### src/rtl/clock_set_controller.sv
// clock_set_controller: two-button editor for the clock time and alarm time.
// Optional feature macro: AUTOREPEAT_EN (auto-repeat of btn_inc while held).
//
// Ports:
//   clk, rst (async, active-low)       - clock and reset
//   btn_mode, btn_inc                  - debounced button levels, active-high
//   curr_minutes, curr_hours           - live time from the counters
//   hold_time                          - freezes the tick counter while editing time
//   time_load, load_minutes, load_hours - one-cycle load of the edited time
//   set_alarm, set_minutes, set_hours  - one-cycle commit of the stored alarm time
//   edit_target, edit_field, blink     - display hints for the digits under edit
module clock_set_controller #(
    parameter int unsigned TIMEOUT_TICKS = 500_000_000,
    parameter int unsigned BLINK_HALF    = 12_500_000,
    parameter int unsigned REPEAT_DELAY  = 25_000_000,
    parameter int unsigned REPEAT_RATE   = 5_000_000
) (
    input  logic       clk,
    input  logic       rst,
    input  logic       btn_mode,
    input  logic       btn_inc,
    input  logic [6:0] curr_minutes,
    input  logic [5:0] curr_hours,
    output logic       hold_time,
    output logic       time_load,
    output logic [6:0] load_minutes,
    output logic [5:0] load_hours,
    output logic       set_alarm,
    output logic [6:0] set_minutes,
    output logic [5:0] set_hours,
    output logic       edit_target,
    output logic [1:0] edit_field,
    output logic       blink
);

    typedef enum logic [2:0] {IDLE, T_HOUR, T_MIN, A_HOUR, A_MIN} state_t;

`ifdef AUTOREPEAT_EN
    localparam bit RPT_ON = 1'b1;
`else
    // Repeat logic is tied off and folds away as constant.
    localparam bit RPT_ON = 1'b0;
`endif

    state_t      state, state_n;
    logic        mode_q, inc_q;
    logic        mode_edge, inc_edge;
    logic [5:0]  edit_hours, edit_hours_n;
    logic [6:0]  edit_minutes, edit_minutes_n;
    logic [31:0] to_cnt, blink_cnt, rpt_cnt;
    logic        rpt_armed, rpt_first, rpt_fire;
    logic        bump, activity, tload_n, salarm_n;

    assign mode_edge = btn_mode & ~mode_q;
    assign inc_edge  = btn_inc & ~inc_q;

    always_comb begin
        rpt_fire = 1'b0;
        if (RPT_ON && rpt_armed && btn_inc && inc_q) begin
            if (rpt_first)
                rpt_fire = (rpt_cnt == REPEAT_DELAY);
            else
                rpt_fire = (rpt_cnt == REPEAT_RATE);
        end
    end

    always_comb begin
        state_n        = state;
        edit_hours_n   = edit_hours;
        edit_minutes_n = edit_minutes;
        tload_n        = 1'b0;
        salarm_n       = 1'b0;
        activity       = 1'b0;
        bump           = 1'b0;
        unique case (state)
            IDLE: if (mode_edge) begin
                state_n        = T_HOUR;
                edit_hours_n   = curr_hours;
                edit_minutes_n = curr_minutes;
            end
            T_HOUR: if (mode_edge) state_n = T_MIN;
            T_MIN: if (mode_edge) begin
                state_n        = A_HOUR;
                tload_n        = 1'b1;
                edit_hours_n   = set_hours;
                edit_minutes_n = set_minutes;
            end
            A_HOUR: if (mode_edge) state_n = A_MIN;
            A_MIN: if (mode_edge) begin
                state_n  = IDLE;
                salarm_n = 1'b1;
            end
            default: state_n = IDLE;
        endcase
        // Mode wins over a simultaneous increment; timeout only when quiet.
        if (state != IDLE) begin
            if (mode_edge) begin
                activity = 1'b1;
            end else if (inc_edge || rpt_fire) begin
                activity = 1'b1;
                bump     = 1'b1;
            end else if (to_cnt == TIMEOUT_TICKS - 1) begin
                state_n = IDLE;
            end
        end
        if (bump) begin
            if (state == T_HOUR || state == A_HOUR)
                edit_hours_n = (edit_hours >= 6'd23) ? 6'd0 : edit_hours + 6'd1;
            else
                edit_minutes_n = (edit_minutes >= 7'd59) ? 7'd0 : edit_minutes + 7'd1;
        end
    end

    always_ff @(posedge clk or negedge rst) begin
        if (!rst) begin
            state        <= IDLE;
            mode_q       <= 1'b0;
            inc_q        <= 1'b0;
            edit_hours   <= '0;
            edit_minutes <= '0;
            to_cnt       <= '0;
            blink_cnt    <= '0;
            rpt_cnt      <= '0;
            rpt_armed    <= 1'b0;
            rpt_first    <= 1'b0;
            hold_time    <= 1'b0;
            time_load    <= 1'b0;
            set_alarm    <= 1'b0;
            load_hours   <= '0;
            load_minutes <= '0;
            set_hours    <= '0;
            set_minutes  <= '0;
            edit_target  <= 1'b0;
            edit_field   <= 2'd0;
            blink        <= 1'b0;
        end else begin
            state        <= state_n;
            mode_q       <= btn_mode;
            inc_q        <= btn_inc;
            edit_hours   <= edit_hours_n;
            edit_minutes <= edit_minutes_n;
            to_cnt       <= (state_n == IDLE || activity) ? 32'd0 : to_cnt + 32'd1;

            if (state_n == IDLE || state_n != state) begin
                rpt_armed <= 1'b0;
            end else if (inc_edge) begin
                rpt_armed <= 1'b1;
                rpt_first <= 1'b1;
                rpt_cnt   <= 32'd1;
            end else if (!btn_inc) begin
                rpt_armed <= 1'b0;
            end else if (rpt_fire) begin
                rpt_first <= 1'b0;
                rpt_cnt   <= 32'd1;
            end else if (rpt_armed) begin
                rpt_cnt <= rpt_cnt + 32'd1;
            end

            if (state_n == IDLE) begin
                blink     <= 1'b0;
                blink_cnt <= '0;
            end else if (state_n != state) begin
                blink     <= 1'b1;
                blink_cnt <= '0;
            end else if (blink_cnt == BLINK_HALF - 1) begin
                blink     <= ~blink;
                blink_cnt <= '0;
            end else begin
                blink_cnt <= blink_cnt + 32'd1;
            end

            // Hold stays up through the load cycle so the counter cannot tick over it.
            hold_time   <= (state_n == T_HOUR) || (state_n == T_MIN) || tload_n;
            time_load   <= tload_n;
            set_alarm   <= salarm_n;
            edit_target <= (state_n == A_HOUR) || (state_n == A_MIN);
            unique case (state_n)
                T_HOUR, A_HOUR: edit_field <= 2'd1;
                T_MIN, A_MIN:   edit_field <= 2'd2;
                default:        edit_field <= 2'd0;
            endcase
            if (tload_n) begin
                load_hours   <= edit_hours;
                load_minutes <= edit_minutes;
            end
            if (salarm_n) begin
                set_hours   <= edit_hours;
                set_minutes <= edit_minutes;
            end
        end
    end

endmodule

### config.mk
export PLATFORM = sky130hd
export DESIGN_NAME = clock_set_controller
export DESIGN_NICKNAME = d
export VERILOG_FILES = /design/src/rtl/clock_set_controller.sv
export SDC_FILE = /design/constraint.sdc
export NUM_CORES = 1
export LEC_CHECK = 0
export BUFFER_PORTS_ARGS = -buffer_cell sky130_fd_sc_hd__buf_2
export CAP_MARGIN = 30
export CORE_MARGIN = 3
export CORE_UTILIZATION = 50
export DETAILED_ROUTE_END_ITERATION = 10
export PLACE_DENSITY = 0.69
export SLEW_MARGIN = 20
export SYNTH_ARGS = -nofsm -noshare
export SYNTH_HDL_FRONTEND = slang
export SYNTH_SLANG_ARGS = --single-unit
### constraint.sdc
create_clock -name clk -period 3 [get_ports clk]
set_input_delay 0.15 -clock clk [delete_from_list [all_inputs] [get_ports clk]]
set_output_delay 0.15 -clock clk [all_outputs]
set_load 0.02 [all_outputs]
## After elaboration in Yosys (flattened, before gate mapping)

Cells that the tools add are included.

| storage, ports and cells | value |
|---|---|
| register bits | 115 |
| bits of input ports | 17 |
| output and inout bits | 33 |
| word-level logic and storage cells | 88 |

| operators by class | value |
|---|---|
| $add $sub $neg | 4 |
| $lt $le $gt $ge | 2 |
| eq/ne operators | 11 |
| mux-type cells | 38 |
| bitwise operators | 5 |
| reductions and logical operators | 11 |

Operators by type and width:

| cell | count |
|---|---|
| $mux 32 | 4 |
| $add 32x1->32 const B | 2 |
| $mux 7 | 5 |
| $eq 32x24->1 const B | 1 |
| $eq 32x29->1 const B | 1 |
| $mux 6 | 5 |
| $mux 3 | 9 |
| $pmux 3 s5 | 1 |
| $pmux 7 s2 | 1 |
| $eq 3x2->1 const B | 4 |
| $pmux 6 s2 | 1 |
| $mux 1 | 11 |
| $add 7x1->7 const B | 1 |
| $ge 7x6->1 const B | 1 |
| $add 6x1->6 const B | 1 |
| $eq 3x1->1 const B | 2 |
| $eq 3x3->1 const B | 2 |
| $ge 6x5->1 const B | 1 |
| $logic_not 3->1 | 2 |
| $reduce_bool 3->1 | 2 |
| $logic_or 1x1->1 | 5 |
| $pmux 2 s2 | 1 |
| $reduce_or 2->1 | 2 |
| $ne 3x3->1 | 1 |
| 2 further kinds | 5 |

## Logic depth before layout (Yosys ltp)

| logic depth | value |
|---|---|
| depth in word-level cells | 11 |
| depth in mapped cells | 9 |

## Worst setup path before layout

Ideal clock, no wire load.

| timing | value |
|---|---|
| path kind | register to register |
| from | register to_cnt[0] |
| to | register blink_cnt[14] |
| setup time | 0.072 ns |
| arrival time | 2.023 ns |
| required time | 2.928 ns |
| slack | 0.905 ns |
| stages on the path, launching flop included | 10 |
| buffers on the path | 3 |
| clock period less this slack | 2.095 ns |
| cells stage by stage | dfrtp_1 ha_1 and3_1 clkbuf_2 nand4_1 nor4_4 or4_1 buf_6 buf_6 nor2_1 |

| on the way | value |
|---|---|
| longest elaborated chain between the ends | 8 |
| elaborated cells on any way between the ends | 9 |
| classes of those cells | eq/ne: 2; mux: 6; reduce/logical: 1 |

Ends and longest elaborated chain:

| what | RTL line | RTL |
|---|---|---|
| start, declared | 50 | `logic [31:0] to_cnt, blink_cnt, rpt_cnt;` |
| start signal, assigned | 142 | `to_cnt <= (state_n == IDLE \|\| activity) ? 32'd0 : to_cnt + 32'd1;` |
| $eq 32x29->1 * | 102 | `end else if (to_cnt == TIMEOUT_TICKS - 1) begin` |
| $mux 3 * | 102 |  |
| $mux 3 * | 99 | `end else if (inc_edge \|\| rpt_fire) begin` |
| $mux 3 * | 97 | `if (mode_edge) begin` |
| $mux 3 * | 96 | `if (state != IDLE) begin` |
| $ne 3x3->1 | 162 | `end else if (state_n != state) begin` |
| $mux 32 | 162 |  |
| $mux 32 * | 159 | `if (state_n == IDLE) begin` |
| end signal, assigned | 169 | `blink_cnt <= blink_cnt + 32'd1;` |
| end, declared | 50 |  |

Every way passes the cells marked *; elsewhere a longest branch is shown, timed or not.
A chain may end at the register's enable or synchronous reset.

## Worst setup path after layout

| timing | value |
|---|---|
| from | register to_cnt[0] |
| to | register blink_cnt[25] |

The elaborated chain is that of the path after synthesis.

==> parameters.txt <==
Parameter                              Value

Outcome
  Status    finished clean

STA
  Final setup vio count    0
  Minimum clock period after layout    around 2.4 ns
  Final Slew Violations    0
  Post-route clock skew    0.0105 ns
  Final critical-path share of the clock period    between 80% and 90%
  Pin slew with the least headroom to its limit    0.746 ns
  Relative slew slack    between 40% and 50%
  Max frequency    between 400 and 500 MHz
  Number of endpoints with negative hold slack in the final report    0
  Setup repair after global routing missed its margin    false
  Post-Route Setup TNS    0 ns

Synthesis
  Yosys warning total    0
  Post-synth EDFFs    0
  Portion of the post-synthesis area used by sequential elements    roughly half
  Total standard cell area after synthesis    ~5700 µm²
  Register bit count reported by yosys    around 120
  Synthesized netlist net count    575
  Post-synthesis instance total    554
  Number of unique standard cell types used by synthesis    between 50 and 60
  Mean Syn Cell Area    between 10 and 15 µm²
  Dominant register cell in the synthesized netlist    sky130_fd_sc_hd__dfrtp_1
  Fraction of registers with async set or reset after synthesis    between 90% and 100%

Hold path
  Class of the tightest hold or removal check    in -> reg
  Endpoint, Worst Hold    edit_minutes[3]$_DFF_PN0_
  Hold Path Origin    curr_minutes[3]
  Number of instances on the worst hold path    3

Finish
  Final-layout fill cell count    886
  Fin cells    roughly 770
  Net count reported at finish    634
  Top library cells by usage in the layout, fill and taps aside    115 x sky130_fd_sc_hd__dfrtp_1, 84 x sky130_fd_sc_hd__nor2_1, 48 x sky130_fd_sc_hd__buf_2
  Core Util, Final    about three fifths
  Leading cell type in the layout, fill and taps excluded    sky130_fd_sc_hd__dfrtp_1
  Layout overhead on the synthesized area    18.6%
  Non-Filler Cell Area, Final    6700 µm²
  ANT cells    0
  Layout cell share with drive strength beyond 1    approximately a fifth

Job
  Count of max-cap constraint violations    0

Drt
  Number of detailed-route iterations in the first pass    5
  Post-DR wirelength/cell    approximately 16 µm
  Remaining design rule violation count    0
  Vias    4369
  Via-to-Cell Ratio    about 5.7
  Antenna violation net count after detailed routing    0
  Total wire length after detailed routing    12100 µm
  DRC marker count from the first detailed-route iteration    approximately 250

Clocking
  Root buf cell    sky130_fd_sc_hd__clkbuf_16
  Number of gates given a new drive strength after cts    0
  Clock Tree Buf Depth    2
  Source-to-sink clock delay at the later pin of the worst-skew pair    roughly 0.41 ns
  Clock transition at path regs    approximately 0.050 ns
  Post-CTS setup repair buffer count    0
  TritonCTS buffer count    17
  Number of sinks on the clock net    about 120
  H-tree Lvls    4
  CTS tree    done

GRT
  Number of antenna violations at the first check in global routing    0
  Residual overflow from global routing    0
  Largest net degree at the start of global routing    61
  Via count of the first global-routing pass    between 4000 and 5000
  First-pass GRT wire length    21200 µm
  Global-route total usage across every layer    20.4%

Critical path
  Startpoint type of the worst setup path    flop
  Arrival @ worst endpoint    about 2.7 ns
  Highest fanout seen on the critical path    32
  Crit Reg-Reg Endpoint    blink_cnt[25]$_DFF_PN0_
  Start of the worst register-to-register path    to_cnt[0]$_DFF_PN0_
  Req. time, crit path    about 3.3 ns
  Library cell contributing the largest single delay on the critical path    sky130_fd_sc_hd__nor4_4
  Type of element capturing the critical path    flop
  Class of the most critical setup path    reg -> reg
  Top cell by count, worst path    sky130_fd_sc_hd__buf_4
  Slack of the worst reg-to-reg path    roughly 0.56 ns
  Reg2Reg Depth    8
  Delay of the slowest cell on the worst path    ~0.45 ns
  List of cells traversed by the critical path    ha_1 -> and3_1 -> nand4_1 -> nor4_4 -> buf_4 -> or4_1 -> buf_4 -> nor2_1

Power
  Static leakage    approximately 3.0 nW
  Total power of the final layout    between 0.005 and 0.006 W
  Total power density per cell area    830 nW/µm²
  Highest ir drop seen on vdd    0.000618 V

Placed design
  RePlAce Congestion    between 0.8 and 0.9
  Port-buffer cells    49
  Placed wire-length estimate    around 8200 µm
  DP Cell Count    approximately 730
  Placed Area    between 6000 and 7000 µm²

Floorplanning
  Die Ht    roughly 110 µm
  Horizontal die dimension    112 µm
  Die footprint    between 10000 and 15000 µm²
  Core Box Area    10900 µm²
  I/O pin count    50
  Site row count    38
  Initial cell density of the core    between 50% and 60%
-- kinds of logic after synthesis --
logic type,count (synthesis),share of synthesized area (%)
DFF,115,50.9
buffers and inverters,36,3.12
xor gates and xnor gates,56,8.68
AOI/OAI and AO/OA,64,7.53
muxes,34,6.55
adders and majority gates,4,0.885
and+or+nand+nor,245,22.3
-- repair_timing --
| action | CTS | global route |
|---|---|---|
| endpoints found under the setup margin | 0 | 0 |
| hold buffers | 3 | 0 |
| endpoints found under the hold margin | 57 | 0 |
-- layer usage --
metal / global-route usage, % / up-vias / share of wire (%)
met3: 5.28 / 14 / 4.3
li1: - / 2093 / -
met1: 27.3 / 2159 / 45
met4: 6.09 / 0 / 1.2
met5: 0 / - / 0
met2: 33.1 / 103 / 50
-- flip-flops by register name, summed over array words and instances (netlist names) --
| register | flops |
|---|---|
| to_cnt | 32 |
| mode_q | 1 |
| load_minutes | 7 |
| state | 3 |
| inc_q | 1 |
| load_hours | 6 |
| blink_cnt | 32 |
| edit_target | 1 |
| set_minutes | 7 |
| blink | 1 |
| edit_minutes | 7 |
| set_hours | 6 |
| edit_hours | 6 |
| hold_time | 1 |
| time_load | 1 |
| set_alarm | 1 |
| edit_field | 2 |
-- report_power, final --
part	switching, W	internal, W
combinational	0.000759	0.000503
sequential	0.000298	0.00184
clock	0.000678	0.00148
total	0.00173	0.00383
-- stage by stage --
stage	hold WS [ns]	setup WS, ns
floorplan	-0.146	0.905
global placement	0.242	0.658
detailed placement	0.252	0.585
CTS	0.0125	0.555
global route	0.0564	0.383
finish	0.0225	0.563
-- final cells by class --
| class | instances | area, µm² | area share [%] |
|---|---|---|---|
| clock buffer | 21 | 450 | 6.72 |
| clock inverter | 11 | 183 | 2.73 |
| inverter | 14 | 52.6 | 0.784 |
| multi-input combinational | 403 | 2600 | 38.8 |
| sequential | 115 | 2880 | 42.9 |
| tap | 140 | 175 | 2.61 |
| timing repair buffer | 62 | 365 | 5.45 |
-- how the worst max path moves through the flow --
stage | to | depth (start not counted) | slack, ns | startpoint
2_1_floorplan | blink_cnt[14]$_DFF_PN0_ | 9 | 0.90 | to_cnt[0]$_DFF_PN0_
3_3_place_gp | blink_cnt[21]$_DFF_PN0_ | 8 | 0.66 | to_cnt[0]$_DFF_PN0_
3_5_place_dp | blink_cnt[23]$_DFF_PN0_ | 8 | 0.58 | to_cnt[0]$_DFF_PN0_
4_1_cts | blink_cnt[25]$_DFF_PN0_ | 8 | 0.56 | to_cnt[0]$_DFF_PN0_
5_1_grt | blink_cnt[25]$_DFF_PN0_ | 8 | 0.38 | to_cnt[0]$_DFF_PN0_
6_report | blink_cnt[25]$_DFF_PN0_ | 8 | 0.56 | to_cnt[0]$_DFF_PN0_
-- worst max-delay path, delay by kind of cell (launching register included) --
kind / cells / cell delay (ns)
and+or+nand+nor: 5 / 1.19
DFF: 1 / 0.38
adders and majority gates: 1 / 0.21
buffers and inverters: 2 / 0.52
-- cell usage after synthesis (all sizes together) (2+ instances only) --
library cell | count | area [µm²]
o21ba | 2 | 20.0
a211oi | 5 | 42.5
nor3 | 14 | 70.1
nand2 | 40 | 150
nand2b | 3 | 18.8
and2 | 3 | 18.8
mux2i | 10 | 100
buf | 11 | 81.3
a41oi | 2 | 17.5
a22oi | 2 | 15.0
mux2 | 24 | 270
and3 | 9 | 57.6
o211ai | 3 | 22.5
nor2 | 84 | 315
nand4 | 22 | 138
o31ai | 3 | 22.5
xnor2 | 22 | 193
nor4b | 3 | 32.5
nand3 | 27 | 135
clkbuf | 11 | 42.5
a21o | 3 | 23.8
a21oi | 12 | 60.1
and4 | 10 | 91.3
nor4 | 13 | 109
xor2 | 34 | 298
or3 | 8 | 55.1
dfrtp | 115 | 2880
o21ai | 16 | 80.1
or4 | 3 | 22.5
o22ai | 5 | 31.3
inv | 14 | 52.6
ha | 4 | 50.1
nor2b | 3 | 18.8
o21a | 3 | 22.5
a31oi | 2 | 12.5
Note: power is estimated with default switching activity, not from simulation.
